--- src/rtl/gbus_console_tx.sv ---
// Console transmitter on the generic bus: TXDATA/STATUS/CLKDIV registers,
// a character FIFO, and an 8N1 UART serializer with a programmable bit period.
module gbus_console_tx #(
    parameter int          FIFO_DEPTH   = 8,
    parameter logic [15:0] CLKDIV_RESET = 16'd434
) (
    input  logic        CLK,
    input  logic        RST,
    input  logic        sel,
    input  logic [31:0] addr,
    input  logic        ren,
    input  logic        wen,
    input  logic [31:0] wdata,
    input  logic [3:0]  byte_en,
    output logic [31:0] rdata,
    output logic        busy,
    output logic        tx,
    output logic        tx_active
);

    localparam int         AW        = $clog2(FIFO_DEPTH);
    localparam logic [AW:0] DEPTH_CNT = FIFO_DEPTH[AW:0];
    localparam logic [AW:0] PTR_ONE   = {{AW{1'b0}}, 1'b1};

    typedef enum logic [1:0] {IDLE, START, DATA, STOP} tx_state_e;

    // Register indices decoded from addr[3:2].
    localparam logic [1:0] REG_TXDATA = 2'd0;
    localparam logic [1:0] REG_STATUS = 2'd1;
    localparam logic [1:0] REG_CLKDIV = 2'd2;

    logic            pending_q, pending_d;
    logic [31:0]     rdata_q, rdata_d;
    logic [15:0]     clkdiv_q, clkdiv_d;
    logic [AW:0]     wr_ptr_q, wr_ptr_d;
    logic [AW:0]     rd_ptr_q, rd_ptr_d;
    tx_state_e       state_q, state_d;
    logic [7:0]      shift_q, shift_d;
    logic [2:0]      bit_idx_q, bit_idx_d;
    logic [15:0]     cnt_q, cnt_d;
    logic [15:0]     period_q, period_d;
    logic            tx_q, tx_d;

    logic [7:0]      mem [FIFO_DEPTH];

    logic [AW:0]     count;
    logic            fifo_empty, fifo_full;
    logic            req, is_wr, stall, done, push, pop;
    logic [1:0]      reg_idx;
    logic [31:0]     status;
    logic [15:0]     eff_div;
    logic [2:0]      nxt_idx;
    logic            unused_bits;

    assign unused_bits = ^{addr[31:4], addr[1:0], wdata[23:16], byte_en[2]};

    assign count      = wr_ptr_q - rd_ptr_q;
    assign fifo_empty = (count == '0);
    assign fifo_full  = (count == DEPTH_CNT);

    // Bus request decode; stall only a TXDATA write against a full FIFO.
    assign req     = sel & (ren | wen);
    assign is_wr   = wen;
    assign reg_idx = addr[3:2];
    assign stall   = is_wr & (reg_idx == REG_TXDATA) & fifo_full;
    assign done    = pending_q & req & ~stall;
    assign push    = done & is_wr & (reg_idx == REG_TXDATA) & byte_en[3];
    assign eff_div = (clkdiv_q == 16'd0) ? 16'd1 : clkdiv_q;

    assign busy      = ~done;
    assign rdata     = rdata_q;
    assign tx        = tx_q;
    assign tx_active = (state_q != IDLE);

    // Bus-side next state: request tracking, read data capture, CLKDIV, push pointer.
    always_comb begin
        // NOTE: every combinational output gets a default first, so no path can infer a latch.
        pending_d = req & ~done;
        rdata_d   = rdata_q;
        clkdiv_d  = clkdiv_q;
        wr_ptr_d  = push ? wr_ptr_q + PTR_ONE : wr_ptr_q;

        status       = '0;
        status[0]    = fifo_empty;
        status[1]    = fifo_full;
        status[2]    = tx_active;
        status[12:8] = 5'(count);

        // Read data is captured in the request cycle so it is valid when busy drops.
        if (req && !is_wr && !pending_q) begin
            case (reg_idx)
                REG_STATUS: rdata_d = status;
                REG_CLKDIV: rdata_d = {16'd0, clkdiv_q};
                default:    rdata_d = '0;
            endcase
        end

        if (done && is_wr && reg_idx == REG_CLKDIV) begin
            if (byte_en[0]) clkdiv_d[7:0]  = wdata[7:0];
            if (byte_en[1]) clkdiv_d[15:8] = wdata[15:8];
        end
    end

    // Serializer next state: frame sequencing, bit timing and the registered tx level.
    always_comb begin
        state_d   = state_q;
        shift_d   = shift_q;
        bit_idx_d = bit_idx_q;
        cnt_d     = cnt_q;
        period_d  = period_q;
        tx_d      = tx_q;
        pop       = 1'b0;
        nxt_idx   = bit_idx_q + 3'd1;

        case (state_q)
            IDLE: begin
                tx_d = 1'b1;
                if (!fifo_empty) begin
                    pop      = 1'b1;
                    shift_d  = mem[rd_ptr_q[AW-1:0]];
                    period_d = eff_div;
                    cnt_d    = eff_div - 16'd1;
                    tx_d     = 1'b0;
                    state_d  = START;
                end
            end
            START: begin
                if (cnt_q == 16'd0) begin
                    state_d   = DATA;
                    bit_idx_d = 3'd0;
                    cnt_d     = period_q - 16'd1;
                    tx_d      = shift_q[0];
                end else begin
                    cnt_d = cnt_q - 16'd1;
                end
            end
            DATA: begin
                if (cnt_q == 16'd0) begin
                    cnt_d = period_q - 16'd1;
                    if (bit_idx_q == 3'd7) begin
                        state_d = STOP;
                        tx_d    = 1'b1;
                    end else begin
                        bit_idx_d = nxt_idx;
                        tx_d      = shift_q[nxt_idx];
                    end
                end else begin
                    cnt_d = cnt_q - 16'd1;
                end
            end
            STOP: begin
                if (cnt_q == 16'd0) begin
                    // Chain straight into the next frame when more data is queued.
                    if (!fifo_empty) begin
                        pop      = 1'b1;
                        shift_d  = mem[rd_ptr_q[AW-1:0]];
                        period_d = eff_div;
                        cnt_d    = eff_div - 16'd1;
                        tx_d     = 1'b0;
                        state_d  = START;
                    end else begin
                        tx_d    = 1'b1;
                        state_d = IDLE;
                    end
                end else begin
                    cnt_d = cnt_q - 16'd1;
                end
            end
            default: state_d = IDLE;
        endcase

        rd_ptr_d = pop ? rd_ptr_q + PTR_ONE : rd_ptr_q;
    end

    // State registers with asynchronous reset; reset also flushes the FIFO pointers.
    always_ff @(posedge CLK or posedge RST) begin
        // NOTE: sequential state uses non-blocking assignments so all flops update together.
        if (RST) begin
            pending_q <= 1'b0;
            rdata_q   <= '0;
            clkdiv_q  <= CLKDIV_RESET;
            wr_ptr_q  <= '0;
            rd_ptr_q  <= '0;
            state_q   <= IDLE;
            shift_q   <= '0;
            bit_idx_q <= '0;
            cnt_q     <= '0;
            period_q  <= 16'd1;
            tx_q      <= 1'b1;
        end else begin
            pending_q <= pending_d;
            rdata_q   <= rdata_d;
            clkdiv_q  <= clkdiv_d;
            wr_ptr_q  <= wr_ptr_d;
            rd_ptr_q  <= rd_ptr_d;
            state_q   <= state_d;
            shift_q   <= shift_d;
            bit_idx_q <= bit_idx_d;
            cnt_q     <= cnt_d;
            period_q  <= period_d;
            tx_q      <= tx_d;
        end
    end

    // FIFO storage write port.
    always_ff @(posedge CLK) begin
        // NOTE: storage is not reset; the pointers alone define which entries are valid.
        if (push) mem[wr_ptr_q[AW-1:0]] <= wdata[31:24];
    end

endmodule
--- config.mk ---
export PLATFORM = sky130hd
export DESIGN_NAME = gbus_console_tx
export DESIGN_NICKNAME = d
export VERILOG_FILES = /design/src/rtl/gbus_console_tx.sv
export SDC_FILE = /design/constraint.sdc
export NUM_CORES = 1
export LEC_CHECK = 0
export CORE_MARGIN = 5
export CORE_UTILIZATION = 55
export DETAILED_ROUTE_END_ITERATION = 7
export HOLD_SLACK_MARGIN = 0.03
export PLACE_DENSITY_LB_ADDON = 0.08
export SKIP_CTS_REPAIR_TIMING = 1
export SYNTH_ARGS = -nofsm -noshare
export SYNTH_HDL_FRONTEND = slang
export SYNTH_SLANG_ARGS = --single-unit
--- constraint.sdc ---
create_clock -name CLK -period 5.64 [get_ports CLK]
set_input_delay 1.128 -clock CLK [delete_from_list [all_inputs] [get_ports CLK]]
set_output_delay 1.128 -clock CLK [all_outputs]
set_load 0.05 [all_outputs]
==> results.py, run 1 <==
metrics = {
    "min_path": {
        "hold_path_class": "register to register",
        "holdCritStartpoint": "shift_q[5]$_DFFE_PP0P_",
        "worstHoldPathCells": 2,
        "holdPathEnd": "shift_q[5]$_DFFE_PP0P_",
    },
    "setup_path": {
        "cell_by_cell_trace_of_the_critical_path": "inv_1 -> ha_1 -> a21oi_1 -> a21oi_2 -> o41ai_4 -> nor2_2 -> inv_1 -> clkdlybuf4s50_1",
        "timing.critical_path.from_type": "register",
        "critical-path-top-delay-family": "buffers and inverters",
        "worstSetupEndpointType": "primary output",
        "critPathMaxStageDelay_ps": 920,
        "critical_path_peak_fanout": 20,
        "r2r_cells": 8,
        "cp_data_required_time_ps": 4510,
        "critical_path_buf_inv_count": 3,
        "reg_to_reg_end": "mem[4][5]$_DFFE_PP_",
        "critPathArrivalTime_ps": 3620,
        "crit_path_frequent_cell": "sky130_fd_sc_hd__inv_1",
        "setup_slack_of_the_worst_register_to_register_path_ps": 2140,
        "cp_slowest_cell": "sky130_fd_sc_hd__dfrtp_1",
        "setup.worst_path.class": "register to primary output",
        "worstReg2RegStart": "rd_ptr_q[1]$_DFFE_PP0P_",
    },
    "grt": {
        "globalRouteTotalUtil": 0.217,
        "first_global_vias": 5356,
        "gr-total-overflow": 0,
        "wire_length_of_the_first_global_routing_pass_um": 28000,
        "grt_start_max_net_pins": 46,
        "grt_antenna_before_repair": 0,
    },
    "logic_synthesis": {
        "synthesis.area_mm2": 0.00778,
        "asyncSetResetFlopFracSynth": 0.576,
        "synth.ff_latch_count": 151,
        "postSynthAreaPerCell_um2": 11.8,
        "synth_enable_flop_cells": 64,
        "dominantRegCellSynth": "sky130_fd_sc_hd__dfrtp_1",
        "synth_cell_type_count": 71,
        "postSynthCellCount": 659,
        "seq_area_frac_synth": 0.528,
        "synth-warning-count": 0,
    },
    "place": {
        "placed_area_mm2": 0.00839,
        "buffer_ports.inserted": 52,
        "gp_congestion": 0.845,
        "half_perimeter_wire_length_after_placement_um": 11700,
    },
    "detailed_routing": {
        "number_of_vias_per_cell": 5.82,
        "drc": 0,
        "drt_iter0_drc": 357,
        "postRouteAntennaNets": 0,
        "wl_um": 17000,
        "wire_per_inst_um": 18.9,
        "via_count": 5253,
        "drtPass1Iterations": 5,
    },
    "floorplan": {
        "rows": 43,
        "die_h_um": 129,
        "core_footprint_mm2": 0.0139,
        "initial_utilization": 0.560,
        "ios": 108,
        "chipWidth_um": 129,
        "area_of_the_die_mm2": 0.0166,
    },
    "power_and_ir_drop": {
        "power_leakage_nw": 3.59,
        "peakVddDrop_v": 0.000273,
        "power-per-cell-area_mw_per_mm2": 532,
    },
    "clocking": {
        "clock_sinks": 151,
        "cts_max_path_buffers": 2,
        "clockRootBuffer": "sky130_fd_sc_hd__clkbuf_16",
        "cts_tree": "done",
        "cts.htree.levels": 4,
        "worstSkewPairLatency_ps": 420,
        "cts_inserted_buffers": 17,
        "clk_transition_reported_paths_ps": 60,
    },
    "timing": {
        "period_needed_ps": 4750,
        "final_hold_violation_count": 0,
        "final.period_utilization": 0.842,
        "finalClockSkew_ps": 6.23,
        "timing_worst_slew_pin_value_ps": 887,
        "slew_viol_final": 0,
        "timing.setup.tns_ps": 0,
        "slew-limit-headroom": 0.409,
        "achievable-frequency_mhz": 211,
        "finalSetupViolations": 0,
        "grt_setup_unrepaired": "false",
    },
    "cells_and_area": {
        "antenna_cells_inserted": 0,
        "fillers": 1120,
        "finish.instance_area_mm2": 0.00900,
        "final_core_density": 0.649,
        "area_growth_pct": 15.7,
        "nNetsFinal": 800,
        "mostFrequentLayoutCell": "sky130_fd_sc_hd__dfrtp_1",
        "layout-drive-gt1-share": 0.166,
        "layout_common_cells": "sky130_fd_sc_hd__dfrtp_1 (80), sky130_fd_sc_hd__nand2_1 (74), sky130_fd_sc_hd__edfxtp_1 (64)",
    },
    "outcome": {
        "outcome": "finished clean",
    },
    "job": {
        "cap_violations": 0,
    },
}
-- worst register-to-register path, delay by kind of cell, from the launching register on --
kind / cells / cell delay [ps]
and+or+nand+nor: 4 / 1390
DFF: 1 / 920
AOI/OAI and AO/OA: 2 / 430
adders and majority gates: 1 / 220
buffers and inverters: 1 / 150
-- metal layers --
layer | global-route usage | up-vias | part of all wire
met3 | 0.0560 | 15 | 0.056
li1 | - | 2497 | -
met5 | 0 | - | 0
met4 | 0.0581 | 0 | 0.0088
met1 | 0.306 | 2587 | 0.46
met2 | 0.339 | 154 | 0.47
-- metrics by stage --
| stage | cells | total power [W] | worst slack (ps) | hold WS [ps] |
|---|---|---|---|---|
| floorplan | 674 | 0.00313 | 2000 | 445 |
| global placement | 870 | 0.00354 | 1220 | 457 |
| detailed placement | 870 | 0.00361 | 1160 | 477 |
| CTS | 902 | 0.00481 | 828 | 491 |
| global route | 902 | 0.00511 | 670 | 505 |
| finish | 902 | 0.00479 | 890 | 481 |
-- worst max-delay path by stage --
stage                                       start  endpoint  slack (ps)  cells past startpoint
final                     rd_ptr_q[1]$_DFFE_PP0P_      busy         890                      8
after global routing      rd_ptr_q[1]$_DFFE_PP0P_      busy         670                      8
after CTS                 rd_ptr_q[1]$_DFFE_PP0P_      busy         830                      8
after detailed placement                  addr[3]      busy        1160                      8
after global placement                    addr[2]      busy        1220                      8
after floorplan           rd_ptr_q[1]$_DFFE_PP0P_      busy        2000                      9
-- area by class of cell --
cell class | count | area, µm² | area share
clock inverters | 15 | 191 | 0.0213
flip-flops and latches | 151 | 4110 | 0.456
repair buffers | 59 | 573 | 0.0637
inverters | 20 | 76.3 | 0.00848
clock buffers | 17 | 425 | 0.0473
multi-input cells | 460 | 3400 | 0.378
well taps | 180 | 225 | 0.0250
-- synth_stat cells (2+ instances only) --
cell,n,area (µm²)
sky130_fd_sc_hd__ha_1,17,213
sky130_fd_sc_hd__nand3_1,12,60.1
sky130_fd_sc_hd__mux2_4,16,240
sky130_fd_sc_hd__o32ai_1,7,61.3
sky130_fd_sc_hd__or4_4,3,33.8
sky130_fd_sc_hd__a22o_1,9,78.8
sky130_fd_sc_hd__mux4_2,18,405
sky130_fd_sc_hd__xor2_1,14,123
sky130_fd_sc_hd__nor2_1,47,176
sky130_fd_sc_hd__buf_6,3,33.8
sky130_fd_sc_hd__inv_1,19,71.3
sky130_fd_sc_hd__nor4_1,8,50.1
sky130_fd_sc_hd__a21o_1,3,22.5
sky130_fd_sc_hd__a21boi_0,2,15.0
sky130_fd_sc_hd__a22oi_1,5,37.5
sky130_fd_sc_hd__mux2i_1,9,90.1
sky130_fd_sc_hd__dfstp_2,7,184
sky130_fd_sc_hd__buf_4,16,120
sky130_fd_sc_hd__nand4b_1,2,17.5
sky130_fd_sc_hd__nor3_2,2,20.0
sky130_fd_sc_hd__a21oi_1,28,140
sky130_fd_sc_hd__edfxtp_1,64,1920
sky130_fd_sc_hd__mux2_2,17,191
sky130_fd_sc_hd__a21oi_2,3,26.3
sky130_fd_sc_hd__xnor2_1,23,201
sky130_fd_sc_hd__o21ai_0,51,255
sky130_fd_sc_hd__nor4_2,2,25.0
sky130_fd_sc_hd__and4_1,3,26.3
sky130_fd_sc_hd__or3_1,6,37.5
sky130_fd_sc_hd__clkbuf_1,16,60.1
sky130_fd_sc_hd__o22ai_1,4,25.0
sky130_fd_sc_hd__dfrtp_1,80,2000
sky130_fd_sc_hd__nand2_1,74,278
sky130_fd_sc_hd__and3_1,3,18.8
sky130_fd_sc_hd__nand3b_1,2,15.0
sky130_fd_sc_hd__nor3_1,12,60.1
sky130_fd_sc_hd__buf_2,8,40.0
sky130_fd_sc_hd__nand2b_1,2,12.5
sky130_fd_sc_hd__nand4_1,6,37.5
sky130_fd_sc_hd__a211oi_1,3,22.5
sky130_fd_sc_hd__or4b_4,2,27.5
sky130_fd_sc_hd__or2_2,2,12.5
-- state kept, by name (all words and copies together) (netlist names) --
name / count
pending_q: 1
shift_q: 8
mem: 64
clkdiv_q: 16
tx: 1
state_q: 2
period_q: 16
rd_ptr_q: 4
rdata: 16
bit_idx_q: 3
cnt_q: 16
wr_ptr_q: 4
-- cell families (layout without fill, tap and decap cells) --
kind of cell	after synthesis	count (layout)	synth area share
AND/OR/NAND/NOR	197	197	0.128
XOR/XNOR	38	38	0.0438
adder cells (fa/ha/maj)	18	18	0.0299
other	1	16	0.000482
buffers and inverters	63	111	0.0423
flip-flops	151	151	0.528
AO/OA/AOI/OAI	131	131	0.108
multiplexers	60	60	0.119
-- where the power goes --
| part | internal, W | switching (W) | total, W | leakage (nW) |
|---|---|---|---|---|
| sequential | 0.00134 | 0.000229 | 0.00156 | 1.69 |
| combinational | 0.000878 | 0.00116 | 0.00203 | 1.60 |
| clock | 0.000710 | 0.000482 | 0.00119 | 0.302 |
Power figures use the tool's default switching activity.
==> run 2: changes to the inputs <==
CORE_UTILIZATION = 50   (was 55)
clock period = 4.15 ns   (was 5.64 ns; I/O delays follow)
==> run 2 against run 1 <==
Effect of this change:
- global-route usage shrank 1.6 points
- core utilization fell by 4.7 points
- combinational power increased by 38%
- final cell count grew 4.4%
- first-iteration DRC count is 1.7% higher
- largest power group unchanged
- highest routed layer unchanged
==> results.py, run 2 (synthesized netlist as in run 1, its figures left out) <==
metrics = {
    "setup_path": {
        "timing.critical_path.from_type": "register",
        "critical-path-top-delay-family": "adder cells",
        "worstReg2RegStart": "clkdiv_q[4]$_DFFE_PP1P_",
        "critical_path_buf_inv_count": 3,
        "critPathArrivalTime_ps": 2680,
        "endpoint": "busy",
        "worstSetupEndpointType": "primary output",
        "reg_to_reg_end": "cnt_q[12]$_DFF_PP0_",
        "r2r_cells": 9,
        "critical_path_peak_fanout": 5,
        "setup.worst_path.class": "register to primary output",
        "critPathMaxStageDelay_ps": 390,
        "cell_by_cell_trace_of_the_critical_path": "inv_1 -> ha_1 -> fa_1 -> xor2_1 -> nand3_1 -> o41ai_4 -> nor2_2 -> inv_1 -> buf_12",
        "cp_data_required_time_ps": 3320,
        "cp.depth": 9,
        "startpoint": "wr_ptr_q[0]$_DFFE_PP0P_",
        "crit_path_frequent_cell": "sky130_fd_sc_hd__inv_1",
        "cp_slowest_cell": "sky130_fd_sc_hd__dfrtp_1",
        "setup_slack_of_the_worst_register_to_register_path_ps": 1040,
    },
    "clocking": {
        "cts_tree": "done",
        "clock_sinks": 151,
        "cts_max_path_buffers": 2,
        "worstSkewPairLatency_ps": 430,
        "cts.htree.levels": 4,
        "cts_inserted_buffers": 17,
        "clockRootBuffer": "sky130_fd_sc_hd__clkbuf_16",
        "clk_transition_reported_paths_ps": 70,
    },
    "detailed_routing": {
        "number_of_vias_per_cell": 5.64,
        "drc": 0,
        "drt_iter0_drc": 363,
        "postRouteAntennaNets": 0,
        "wl_um": 17200,
        "via_count": 5309,
        "wire_per_inst_um": 18.3,
        "drtPass1Iterations": 5,
    },
    "timing": {
        "final_hold_violation_count": 0,
        "grt_setup_unrepaired": "false",
        "achievable-frequency_mhz": 285,
        "timing.setup.tns_ps": 0,
        "final.period_utilization": 0.847,
        "timing_worst_slew_pin_value_ps": 865,
        "slew_viol_final": 0,
        "finalClockSkew_ps": 16.2,
        "slew-limit-headroom": 0.422,
        "finalSetupViolations": 0,
        "period_needed_ps": 3510,
    },
    "grt": {
        "gr-total-overflow": 0,
        "wire_length_of_the_first_global_routing_pass_um": 28400,
        "globalRouteTotalUtil": 0.201,
        "grt_antenna_before_repair": 0,
        "first_global_vias": 5305,
        "grt_start_max_net_pins": 61,
    },
    "cells_and_area": {
        "area_growth_pct": 17.9,
        "nNetsFinal": 809,
        "final_core_density": 0.601,
        "mostFrequentLayoutCell": "sky130_fd_sc_hd__dfrtp_1",
        "layout_common_cells": "sky130_fd_sc_hd__dfrtp_1 (80), sky130_fd_sc_hd__nand2_1 (74), sky130_fd_sc_hd__edfxtp_1 (64)",
        "layout-drive-gt1-share": 0.181,
        "fillers": 1225,
        "finish.instance_area_mm2": 0.00917,
        "largest_register_ffs": 64,
        "non_filler_instance_count_after_layout": 942,
        "antenna_cells_inserted": 0,
    },
    "floorplan": {
        "initial_utilization": 0.510,
        "core_footprint_mm2": 0.0153,
        "chipWidth_um": 135,
        "area_of_the_die_mm2": 0.0181,
        "die_h_um": 135,
        "rows": 45,
        "ios": 108,
    },
    "power_and_ir_drop": {
        "power_leakage_nw": 3.66,
        "peakVddDrop_v": 0.000339,
        "power-per-cell-area_mw_per_mm2": 722,
    },
    "job": {
        "cap_violations": 0,
    },
    "min_path": {
        "worstHoldPathCells": 2,
        "hold_path_class": "register to register",
    },
    "place": {
        "gp_congestion": 0.811,
        "buffer_ports.inserted": 52,
        "placed_cells_incl_taps": 910,
        "placed_area_mm2": 0.00851,
        "half_perimeter_wire_length_after_placement_um": 12100,
    },
    "outcome": {
        "outcome": "finished clean",
    },
}
[run 2: tightest hold or removal path: cells and delay by family (launching register included)]
family / cells / cell delay [ps]
DFF: 1 / 340
AOI/OAI and AO/OA: 1 / 60
and+or+nand+nor: 1 / 40
[run 2: routing by layer]
layer,part of all wire,wire length (µm),up-vias,GRT usage
met3,0.046,786,17,0.0395
met1,0.48,8260,2614,0.298
met4,0.011,191,0,0.0577
met5,0,0,-,0
met2,0.46,8010,169,0.303
li1,-,-,2509,-
[run 2: power breakdown]
| part | leakage (nW) | internal (W) | total (W) | switching, W |
|---|---|---|---|---|
| Clock | 0.319 | 0.00104 | 0.00170 | 0.000669 |
| Combinational | 1.66 | 0.00122 | 0.00281 | 0.00159 |
| Sequential | 1.69 | 0.00182 | 0.00211 | 0.000295 |
[run 2: metrics by stage]
step	power, W	setup slack [ps]	hold slack (ps)
2_1_floorplan	0.00426	790	445
4_1_cts	0.00664	621	489
6_report	0.00662	636	487
3_3_place_gp	0.00486	925	466
5_1_grt	0.00707	477	508
3_5_place_dp	0.00493	920	471
[run 2: layout make-up]
cell class              instances  area [µm²]  area share
flip-flops and latches        151        4110       0.448
multi-input cells             460        3400       0.371
repair buffers                 68         663      0.0723
clock buffers                  17         425      0.0464
well taps                     211         264      0.0288
clock inverters                15         233      0.0254
inverters                      20        76.3     0.00832
[run 2: worst min-delay path by stage]
| stage | startpoint | to | slack (ps) |
|---|---|---|---|
| final | rdata[5]$_DFFE_PP0P_ | rdata[5]$_DFFE_PP0P_ | 490 |
| after detailed placement | shift_q[1]$_DFFE_PP0P_ | shift_q[1]$_DFFE_PP0P_ | 470 |
| after global placement | shift_q[6]$_DFFE_PP0P_ | shift_q[6]$_DFFE_PP0P_ | 470 |
| after CTS | rdata[5]$_DFFE_PP0P_ | rdata[5]$_DFFE_PP0P_ | 490 |
| after floorplan | shift_q[3]$_DFFE_PP0P_ | shift_q[3]$_DFFE_PP0P_ | 440 |
| after global routing | period_q[0]$_DFFE_PP1P_ | period_q[0]$_DFFE_PP1P_ | 510 |
==> run 3: changes to the inputs <==
CORE_UTILIZATION = 55   (was 50)
clock period = 3.39 ns   (was 4.15 ns; I/O delays follow)
==> run 3 against run 2 <==
Effect of this change:
- core utilization up 6.0 points
- largest power group unchanged
- routed wire length down 0.45%
- final cell count down 1.7%
- critical path depth unchanged
==> results.py, run 3 (synthesized netlist as in run 1, its figures left out) <==
metrics = {
    "outcome": {
        "outcome": "finished clean",
    },
    "min_path": {
        "holdCritStartpoint": "shift_q[7]$_DFFE_PP0P_",
        "hold_path_class": "register to register",
        "worstHoldPathCells": 2,
    },
    "timing": {
        "slew-limit-headroom": 0.528,
        "finalSetupViolations": 0,
        "final_hold_violation_count": 0,
        "slew_viol_final": 0,
        "achievable-frequency_mhz": 311,
        "final.period_utilization": 0.948,
        "grt_setup_unrepaired": "false",
        "finalClockSkew_ps": 10.6,
        "timing_worst_slew_pin_value_ps": 708,
        "period_needed_ps": 3210,
    },
    "setup_path": {
        "critPathArrivalTime_ps": 2530,
        "critical_path_peak_fanout": 4,
        "cp_data_required_time_ps": 2710,
        "setup.worst_path.class": "register to primary output",
        "worstSetupEndpointType": "primary output",
        "timing.critical_path.from_type": "register",
        "startpoint": "wr_ptr_q[0]$_DFFE_PP0P_",
        "worstReg2RegStart": "wr_ptr_q[0]$_DFFE_PP0P_",
        "r2r_cells": 10,
    },
    "clocking": {
        "cts_tree": "done",
        "cts_inserted_buffers": 17,
        "worstSkewPairLatency_ps": 410,
        "clk_transition_reported_paths_ps": 60,
        "cts_max_path_buffers": 2,
        "clockRootBuffer": "sky130_fd_sc_hd__clkbuf_16",
        "cts.htree.levels": 4,
        "clock_sinks": 151,
    },
    "grt": {
        "global_route.usage.met1": 0.309,
        "first_global_vias": 5514,
        "globalRouteTotalUtil": 0.220,
        "gr-total-overflow": 0,
        "grt_start_max_net_pins": 43,
        "use_met2": 0.337,
        "grt_busiest_layer": "met2",
        "grt_antenna_before_repair": 0,
        "wire_length_of_the_first_global_routing_pass_um": 28400,
        "global_route_track_usage_on_met3": 0.0606,
    },
    "detailed_routing": {
        "via_count": 5342,
        "wire_per_inst_um": 18.5,
        "number_of_vias_per_cell": 5.77,
        "wl_um": 17200,
        "drt_iter0_drc": 407,
        "postRouteAntennaNets": 0,
        "drtPass1Iterations": 4,
        "drc": 0,
    },
    "floorplan": {
        "rows": 43,
        "ios": 108,
        "area_of_the_die_mm2": 0.0166,
        "core_footprint_mm2": 0.0139,
        "chipWidth_um": 129,
        "initial_utilization": 0.560,
        "die_h_um": 129,
    },
    "cells_and_area": {
        "finish.instance_area_mm2": 0.00918,
        "largest_register_ffs": 64,
        "layout-drive-gt1-share": 0.196,
        "nNetsFinal": 824,
        "mostFrequentLayoutCell": "sky130_fd_sc_hd__dfrtp_1",
        "final_core_density": 0.661,
        "layout_common_cells": "sky130_fd_sc_hd__dfrtp_1 (80), sky130_fd_sc_hd__nand2_1 (74), sky130_fd_sc_hd__edfxtp_1 (64)",
        "non_filler_instance_count_after_layout": 926,
        "area_growth_pct": 18.0,
        "antenna_cells_inserted": 0,
    },
    "job": {
        "cap_violations": 0,
    },
    "power_and_ir_drop": {
        "peakVddDrop_v": 0.000453,
        "power-per-cell-area_mw_per_mm2": 868,
        "power_leakage_nw": 3.68,
    },
    "place": {
        "half_perimeter_wire_length_after_placement_um": 12000,
        "buffer_ports.inserted": 52,
        "placed_cells_incl_taps": 892,
        "gp_congestion": 0.864,
        "placed_area_mm2": 0.00857,
    },
}
[run 3: path summary, 6_finish.rpt]
path	to	slack (ps)
max in group asynchronous	period_q[0]$_DFFE_PP1P_	2080
setup / recovery	busy	180
hold reg to reg	shift_q[7]$_DFFE_PP0P_	480
hold / removal	shift_q[7]$_DFFE_PP0P_	480
min in group asynchronous	cnt_q[6]$_DFF_PP0_	600
setup reg to reg	shift_q[2]$_DFFE_PP0P_	550
[run 3: critical path: stages (launching register included)]
cell	delay (ps)
sky130_fd_sc_hd__dfrtp_1	400
sky130_fd_sc_hd__inv_1	100
sky130_fd_sc_hd__ha_1	230
sky130_fd_sc_hd__fa_1	400
sky130_fd_sc_hd__xor2_2	180
sky130_fd_sc_hd__nand3_2	110
sky130_fd_sc_hd__o41ai_4	360
sky130_fd_sc_hd__nor2_2	100
sky130_fd_sc_hd__inv_1	110
sky130_fd_sc_hd__buf_12	140
[run 3: per-layer routing]
metal / wire (µm) / part of all wire / vias to the layer above
li1: - / - / 2535
met1: 8110 / 0.47 / 2646
met2: 7950 / 0.46 / 140
met3: 907 / 0.053 / 21
met4: 197 / 0.011 / 0
met5: 0 / 0 / -
[run 3: layout make-up]
cell class,count,area (µm²)
clock buffers,19,433
clock inverters,13,145
fillers,1074,4700
inverters,20,76.3
multi-input cells,460,3420
flip-flops and latches,151,4110
well taps,180,225
repair buffers,83,776
[run 3: per-stage QoR]
step           setup WS [ps]  setup TNS [ps]  hold slack (ps)  power (W)
4_1_cts                -13.4           -13.4              483    0.00796
2_1_floorplan           30.1               0              445    0.00521
3_5_place_dp             444               0              466    0.00608
3_3_place_gp             467               0              461    0.00599
6_report                 177               0              481    0.00797
5_1_grt                 53.5               0              510    0.00851
[run 3: power by group]
part	switching, W	internal, W
clock network	0.000766	0.00109
logic	0.00198	0.00156
registers	0.000340	0.00222
